## src/rtl/led_seq_pkg.sv

```systemverilog
// Shared types and constants for the LED pattern sequencer.
package led_seq_pkg;

  typedef enum logic [1:0] {
    ST_IDLE = 2'd0,
    ST_RUN  = 2'd1,
    ST_DONE = 2'd2
  } state_e;

  typedef enum logic {
    DIR_UP   = 1'b0,
    DIR_DOWN = 1'b1
  } dir_e;

  localparam int PATTERN_LAST = 20;
  localparam int LOOP_W       = 4;

endpackage : led_seq_pkg

```

## src/rtl/led_seq_ctrl_tick_gen.sv

```systemverilog
// Step-rate prescaler: counts 0..period while enabled and pulses tick on the terminal count.
module tick_gen #(
  parameter int PRESCALE_W = 20
) (
  input  logic                  CLK,
  input  logic                  RESET,
  input  logic                  enable,
  input  logic                  clear,
  input  logic [PRESCALE_W-1:0] period,
  output logic                  tick
);

  logic [PRESCALE_W-1:0] count_q, count_d;

  assign tick = enable && (count_q == period);

  // NOTE: every variable assigned in always_comb gets a default first so no latch is inferred.
  always_comb begin
    count_d = count_q;
    if (clear) begin
      count_d = '0;
    end else if (enable) begin
      count_d = tick ? '0 : count_q + 1'b1;
    end
  end

  // NOTE: state registers use non-blocking assignments so every flop samples pre-edge values.
  always_ff @(posedge CLK or posedge RESET) begin
    if (RESET) begin
      count_q <= '0;
    end else begin
      count_q <= count_d;
    end
  end

endmodule : tick_gen

```

## src/rtl/led_seq_ctrl.sv

```systemverilog
// LED pattern sequencer: pointer, traversal direction, loop count, config shadows and a
// two-stage fetch pipe that registers synchronous-read pattern words onto LEDS.
module led_seq_ctrl
  import led_seq_pkg::*;
#(
  parameter int ADDR_W     = 5,
  parameter int DATA_W     = 5,
  parameter int PRESCALE_W = 20
) (
  input  logic                  CLK,
  input  logic                  RESET,
  input  logic                  cmd_start,
  input  logic                  cmd_stop,
  input  logic                  cmd_step,
  input  logic [ADDR_W-1:0]     cfg_last,
  input  logic                  cfg_pingpong,
  input  logic [3:0]            cfg_loops,
  input  logic [PRESCALE_W-1:0] cfg_period,
  output logic [ADDR_W-1:0]     mem_addr,
  input  logic [DATA_W-1:0]     mem_rdata,
  output logic [DATA_W-1:0]     LEDS,
  output logic                  busy,
  output logic                  done
);

  state_e                state_q, state_d;
  dir_e                  dir_q, dir_d, adv_dir;
  logic [ADDR_W-1:0]     ptr_q, ptr_d, adv_ptr;
  logic                  adv_wrap;
  logic [LOOP_W-1:0]     loop_cnt_q, loop_cnt_d;
  logic [ADDR_W-1:0]     last_q;
  logic                  pingpong_q;
  logic [LOOP_W-1:0]     loops_q;
  logic [PRESCALE_W-1:0] period_q;
  logic [1:0]            fetch_q;
  logic                  issue;
  logic [DATA_W-1:0]     leds_q;
  logic                  done_q, done_d;
  logic                  tick, start_go, step_go, final_wrap;

  // Command priority is stop > start > step; start is ignored while running.
  assign start_go   = cmd_start && !cmd_stop && (state_q != ST_RUN);
  assign step_go    = cmd_step && !cmd_start && !cmd_stop && (state_q == ST_IDLE);
  assign final_wrap = (loops_q != '0) && ((loop_cnt_q + 1'b1) == loops_q);

  tick_gen #(
    .PRESCALE_W(PRESCALE_W)
  ) u_tick_gen (
    .CLK   (CLK),
    .RESET (RESET),
    .enable(state_q == ST_RUN),
    .clear (start_go),
    .period(period_q),
    .tick  (tick)
  );

  // Next position for one advance, independent of whether it is a tick or a step.
  always_comb begin
    adv_ptr  = ptr_q;
    adv_dir  = dir_q;
    adv_wrap = 1'b0;
    if (dir_q == DIR_UP) begin
      if (ptr_q < last_q) begin
        adv_ptr = ptr_q + 1'b1;
      end else begin
        adv_wrap = 1'b1;
        if (pingpong_q) begin
          adv_dir = DIR_DOWN;
          adv_ptr = (last_q == '0) ? '0 : last_q - 1'b1;
        end else begin
          adv_ptr = '0;
        end
      end
    end else begin
      if (ptr_q != '0) begin
        adv_ptr = ptr_q - 1'b1;
      end else begin
        adv_wrap = 1'b1;
        adv_dir  = DIR_UP;
        adv_ptr  = (last_q == '0) ? '0 : ADDR_W'(1);
      end
    end
  end

  always_comb begin
    state_d    = state_q;
    ptr_d      = ptr_q;
    dir_d      = dir_q;
    loop_cnt_d = loop_cnt_q;
    issue      = 1'b0;
    done_d     = 1'b0;
    if (cmd_stop) begin
      state_d = ST_IDLE;
    end else if (start_go) begin
      state_d    = ST_RUN;
      ptr_d      = '0;
      dir_d      = DIR_UP;
      loop_cnt_d = '0;
      issue      = 1'b1;
    end else if (state_q == ST_RUN && tick) begin
      if (adv_wrap && final_wrap) begin
        // Final wrap parks on the current address; no fetch is issued.
        state_d = ST_DONE;
        done_d  = 1'b1;
      end else begin
        ptr_d = adv_ptr;
        dir_d = adv_dir;
        issue = 1'b1;
        if (adv_wrap && loop_cnt_q != '1) begin
          loop_cnt_d = loop_cnt_q + 1'b1;
        end
      end
    end else if (step_go) begin
      ptr_d = adv_ptr;
      dir_d = adv_dir;
      issue = 1'b1;
    end
  end

  always_ff @(posedge CLK or posedge RESET) begin
    if (RESET) begin
      state_q    <= ST_IDLE;
      ptr_q      <= '0;
      dir_q      <= DIR_UP;
      loop_cnt_q <= '0;
      done_q     <= 1'b0;
      fetch_q    <= '0;
      leds_q     <= '0;
    end else begin
      state_q    <= state_d;
      ptr_q      <= ptr_d;
      dir_q      <= dir_d;
      loop_cnt_q <= loop_cnt_d;
      done_q     <= done_d;
      // Stage 0: address on the bus; stage 1: mem_rdata holds that word.
      fetch_q    <= {fetch_q[0], issue};
      if (fetch_q[1]) begin
        leds_q <= mem_rdata;
      end
    end
  end

  always_ff @(posedge CLK or posedge RESET) begin
    if (RESET) begin
      last_q     <= ADDR_W'(PATTERN_LAST);
      pingpong_q <= 1'b0;
      loops_q    <= '0;
      period_q   <= '0;
    end else if (start_go) begin
      last_q     <= cfg_last;
      pingpong_q <= cfg_pingpong;
      loops_q    <= cfg_loops;
      period_q   <= cfg_period;
    end
  end

  assign mem_addr = ptr_q;
  assign LEDS     = leds_q;
  assign busy     = (state_q == ST_RUN);
  assign done     = done_q;

endmodule : led_seq_ctrl
```

## config.mk

```make
export PLATFORM = sky130hd
export DESIGN_NAME = led_seq_ctrl
export DESIGN_NICKNAME = d
export VERILOG_FILES = /design/src/rtl/led_seq_pkg.sv /design/src/rtl/led_seq_ctrl_tick_gen.sv /design/src/rtl/led_seq_ctrl.sv
export SDC_FILE = /design/constraint.sdc
export NUM_CORES = 1
export LEC_CHECK = 0
export ABC_AREA = 1
export BUFFER_PORTS_ARGS = -buffer_cell sky130_fd_sc_hd__buf_2
export CORE_MARGIN = 1.5
export CORE_UTILIZATION = 35
export CTS_CLUSTER_DIAMETER = 60
export DETAILED_ROUTE_END_ITERATION = 6
export SYNTH_ARGS = -nofsm -noshare
export SYNTH_HDL_FRONTEND = slang
export SYNTH_SLANG_ARGS = --single-unit
export TNS_END_PERCENT = 100
```

## constraint.sdc

```tcl
create_clock -name CLK -period 2.8 [get_ports CLK]
set_clock_uncertainty 0.05 [all_clocks]
set_input_delay 0.28 -clock CLK [delete_from_list [all_inputs] [get_ports CLK]]
set_output_delay 0.28 -clock CLK [all_outputs]
set_load 0.02 [all_outputs]
```

# Word-level counts from Yosys, hierarchy flattened
# Cells that the tools add are included.
[word_totals] ff_bits=70 latch_bits=0 ram_bits=0 mem_bits_ro=0 input_bits=40 elab_cells=92 mem_count=0
[op_classes] n_addsub=5 mul=0 n_div=0 n_lt_le_gt_ge=1 eq_ne=7 shifts=0 muxes=41 n_bitwise=1 reduce_logical=25
[op_table] cell="20-bit 2-to-1 mux" n=3
[op_table] cell="5-bit 2-to-1 mux" n=9
[op_table] cell="1-bit 2-to-1 mux" n=21
[op_table] cell="20-bit by 1-bit adder with 20-bit output (second input constant)" n=1
[op_table] cell="20-bit == test" n=1
[op_table] cell="4-bit 2-to-1 mux" n=4
[op_table] cell="1-bit logical AND" n=10
[op_table] cell="5-bit by 1-bit subtractor with 5-bit output (second input constant)" n=2
[op_table] cell="3-bit nonzero test" n=3
[op_table] cell="2-bit 2-to-1 mux" n=4
[op_table] cell="2-bit nonzero test" n=3
[op_table] cell="5-bit by 1-bit adder with 5-bit output (second input constant)" n=1
[op_table] cell="5-bit zero test" n=1
[op_table] cell="5-bit < comparator" n=1
[op_table] cell="5-bit nonzero test" n=1
[op_table] cell="4-bit by 1-bit adder with 4-bit output (second input constant)" n=1
[op_table] cell="4-bit == test" n=1
[op_table] cell="4-bit inequality test (second input constant)" n=1
[op_table] cell="4-bit AND reduction" n=1
[op_table] cell="4-bit nonzero test" n=1
[op_table] cell="3-bit inequality test (second input constant)" n=1
[op_table] cell="3-bit AND reduction" n=1
[op_table] cell="2-bit by 1-bit == test with 1-bit output (second input constant)" n=1
[op_table] cell="1-bit zero test" n=2
[op_table] cell="5 further kinds" n=5

# Logic depth before layout (Yosys ltp)
[depth] depth_word=8 mapped_depth=13

# Modules after synthesis
# A second synthesis with hierarchy kept.
[hier_totals] hier_cells=615 area_unflattened_um2=4365.4
[modules_own_cells] mod="led_seq_ctrl" n_inst=1 cells_per_inst=322 area_per_inst_um2=2581.2 seq_area_each_um2=1253.7
[modules_own_cells] mod="tick_gen" n_inst=1 cells_per_inst=293 area_per_inst_um2=1784.2 seq_area_each_um2=500.5

# Worst setup path after synthesis
# Ideal clock, no wire load.
[synth_path] path_type="reg-to-reg" start="register last_q[4]" end="register ptr_q[3] (netlist: mem_addr[3])" t_arrival_ns=1.742 setup_slack_ns=0.890 path_stages_with_launch=11 path_cell_list="dfstp_2 -> inv_1 -> ha_1 -> a21oi_1 -> nand3_2 -> nand2_1 -> nand2_1 -> nand3_1 -> nand3_4 -> nand2_1 -> nand2_1"
[synth_via] elab_chain_len=8 elab_cells_between_ends=15 classes_between="order compare (1); eq/ne (1); mux (10); reduce/logical (3)"
[synth_rtl] element="from (decl)" line="led_seq_ctrl.sv:31" source="logic [ADDR_W-1:0] last_q;"
[synth_rtl] element="from (signal assigned)" line="led_seq_ctrl.sv:145" source="last_q <= ADDR_W'(PATTERN_LAST);"
[synth_rtl] element="from (signal assigned)" line="led_seq_ctrl.sv:150" source="last_q <= cfg_last;"
[synth_rtl] element="parallel branches: the longest is 8 deep, another holds 5-bit < comparator"
[synth_rtl] element="to (signal assigned)" line="led_seq_ctrl.sv:131" source="ptr_q <= ptr_d;"
[synth_rtl] element="to (decl)" line="led_seq_ctrl.sv:28" source="logic [ADDR_W-1:0] ptr_q, ptr_d, adv_ptr;"
# Parallel ways; which one is timed is not known. The select of a mux whose other input is x is not followed.
# A chain may end at the register's enable or synchronous reset.

# Worst setup path in the final report
[layout_path] start="register last_q[4]" end="register ptr_q[2] (netlist: mem_addr[2])"
# Same word-level chain as after synthesis.

==> results.json <==
{
  "async_reset_ff_share_pct": 100,
  "synthCells": 581,
  "critPathKind": "reg2reg",
  "fp.dieH_um": 112,
  "cp-endpoint": "mem_addr[2]$_DFFE_PP0P_",
  "first_global_vias": 3835,
  "grt_usage_pct": 17.0,
  "cts_setup_buffers": 0,
  "ys_top_cells_by_area": "dfrtp_1 (41%), nand2_1 (18%), inv_1 (6.4%)",
  "peakVddDrop_uv": 434,
  "synth_ff_type": "dfrtp_1",
  "whs_ns": 0.0961,
  "wl_um": 9860,
  "cell_internal_pwr_w": 0.00217,
  "synth_nets": 630,
  "rsz0062_at_grt": "no",
  "synthDistinctLibCells": 33,
  "cts_hold_repair.buffers": 1,
  "root_buffer": "clkbuf_16",
  "synth_edf_count": 0,
  "routedWlPerCell_um": 12.6,
  "vias": 3772,
  "viasPerCell": 4.81,
  "hpwl_um": 7510,
  "worstSetupStartpointType": "flip-flop",
  "regToRegSetupSlack_ns": 0.64,
  "ios": 52,
  "max_freq_mhz": 462,
  "design.die.area_sq_um": 12600,
  "coreArea_sq_um": 11500,
  "ant_nets": 0,
  "status": "completed",
  "layout-drive-gt1-share_pct": 16.5,
  "die_w_um": 112,
  "post_cts_resized": 0,
  "clock_latency_ns": 0.33,
  "initial_core_util_pct": 36.3,
  "crit_path_max_fanout": 7,
  "grt_pass1_wl_um": 17500,
  "nets": 686,
  "switching_share_pct": 37.3,
  "rr_worst_depth": 10,
  "cts.path.max_buffers": 2,
  "finalCritPeriodShare_pct": 77.2,
  "drtIter0Drc": 162,
  "rows": 39,
  "clkPwrFrac_pct": 29.6,
  "final_util_pct": 42.4,
  "gp_congestion": 0.880,
  "period_needed_ns": 2.16,
  "synth-seq-cells": 70,
  "power.density_nw_per_um2": 710,
  "htreeDepth": 3,
  "combPwrFrac_pct": 31.5,
  "slew_viol_final": 0,
  "drtPass1Iterations": 6,
  "diodes": 0,
  "tightest_slew_ns": 0.593,
  "synthToLayoutAreaGrowth_pct": 16.8,
  "netlist_top_cells_count": "nand2_1 (196), inv_1 (71), dfrtp_1 (68)",
  "yosysMostFrequentCell": "nand2_1",
  "syn_area_sq_um": 4180,
  "seq_area_frac_synth_pct": 41.9,
  "r2r-end": "mem_addr[2]$_DFFE_PP0P_",
  "clkSlewWorstSetupHoldPaths_ns": 0.06,
  "grt_max_degree": 71,
  "yosys_warnings": 0,
  "synth_top_area_cell": "dfrtp_1",
  "cts_tree": "yes",
  "crit_arrival_ns": 2.33,
  "power_leakage_nw": 2.54,
  "overflow": 0,
  "finalHoldViolCount": 0,
  "drc": 0,
  "worst_slack_ns": 0.637,
  "dpl_cell_area_sq_um": 4600,
  "p_switching_w": 0.00129,
  "finalInstanceArea_sq_um": 4880,
  "io_buffers": 51,
  "slew_headroom_pct": 60.4,
  "pwr-share-seq_pct": 39.0,
  "critPathCaptureType": "flip-flop",
  "clkSinkCount": 70,
  "grt_antenna_before_repair": 0,
  "r2r_start": "last_q[4]$_DFFE_PP1P_",
  "hp-class": "in2reg",
  "setup.worst_path.start": "last_q[4]$_DFFE_PP1P_",
  "critPathRequiredTime_ns": 2.96,
  "cts_buffers": 9,
  "tns_ns": 0,
  "synth_top_area_share_pct": 40.7,
  "dp_slack_ns": 0.677,
  "syn_area_per_cell_sq_um": 7.20,
  "final-setup-viol-count": 0,
  "max_cap_violations": 0
}
[worst min-delay path by stage]
stage          depth (start not counted)  slack [ns]                 endpoint                  from
2_1_floorplan                          0        0.28     fetch_q[1]$_DFF_PP0_  fetch_q[0]$_DFF_PP0_
3_3_place_gp                           0        0.29     fetch_q[1]$_DFF_PP0_  fetch_q[0]$_DFF_PP0_
3_5_place_dp                           0        0.30     fetch_q[1]$_DFF_PP0_  fetch_q[0]$_DFF_PP0_
4_1_cts                                3        0.09  period_q[9]$_DFFE_PP0P_         cfg_period[9]
5_1_grt                                3         0.1   loops_q[1]$_DFFE_PP0P_          cfg_loops[1]
6_report                               3         0.1  period_q[9]$_DFFE_PP0P_         cfg_period[9]
[logic make-up after synthesis]
logic type | Yosys count | synth area share (%)
AO/OA/AOI/OAI | 56 | 7.48
XOR/XNOR | 15 | 3.14
adder cells (fa/ha/maj) | 9 | 2.69
buffers and inverters | 90 | 8.53
flip-flops | 70 | 41.9
multiplexers | 5 | 1.35
AND/OR/NAND/NOR | 336 | 34.9
[worst max-delay path, stage by stage (launching register included)]
cell,delay (ns)
dfstp_2,0.51
inv_1,0.06
ha_1,0.30
a21oi_1,0.23
nand3_2,0.18
nand2_1,0.17
nand2_1,0.12
nand3_1,0.16
nand3_4,0.12
nand2_1,0.09
nand2_1,0.06
[per-stage QoR]
| step | power, W | cells |
|---|---|---|
| 2_1_floorplan | 0.00215 | 581 |
| 3_3_place_gp | 0.00244 | 768 |
| 3_5_place_dp | 0.00246 | 768 |
| 4_1_cts | 0.00351 | 785 |
| 5_1_grt | 0.00373 | 785 |
| 6_report | 0.00347 | 785 |
[sequential cells by signal, summed over array words and instances (netlist names)]
name / flops
period_q: 20
dir_q: 1
u_tick_gen.count_q: 20
pingpong_q: 1
loops_q: 4
state_q: 2
done: 1
mem_addr: 5
LEDS: 5
last_q: 5
loop_cnt_q: 4
fetch_q: 2
[final cells by class]
cell class,instances,area [sq um]
Clock inverter,6,40.0
Tap cell,143,179
Sequential cell,70,1750
Fill cell,1227,6630
Timing Repair Buffer,54,305
Inverter,81,304
Multi-Input combinational cell,421,2070
Clock buffer,10,229
[layer usage]
metal | track usage [%] | wire [um] | vias up | share of wire, %
met5 | 0 | 0 | - | 0
met4 | 4.98 | 110 | 0 | 1.1
met3 | 3.02 | 342 | 13 | 3.5
met2 | 29.3 | 4850 | 71 | 49
met1 | 21.8 | 4560 | 1749 | 46
li1 | - | - | 1939 | -
[placed cells by master, fill, tap and decap left out, drive strengths merged, types with 10 or more instances in the layout]
cell and count:
a21oi 12, buf 53, clkbuf 10, dfrtp 68, inv 81, nand2 202, nand3 45, nand4 12
nor2 68, o21ai 41, xor2 13
[power groups by stage]
stage               Clock (W)  Sequential (W)  Combinational (W)
floorplan                   0         0.00136           0.000784
global placement            0         0.00136            0.00108
detailed placement          0         0.00136            0.00110
CTS                   0.00106         0.00135            0.00110
global route          0.00109         0.00138            0.00126
finish                0.00102         0.00135            0.00109
(Power assumes the default switching activity.)
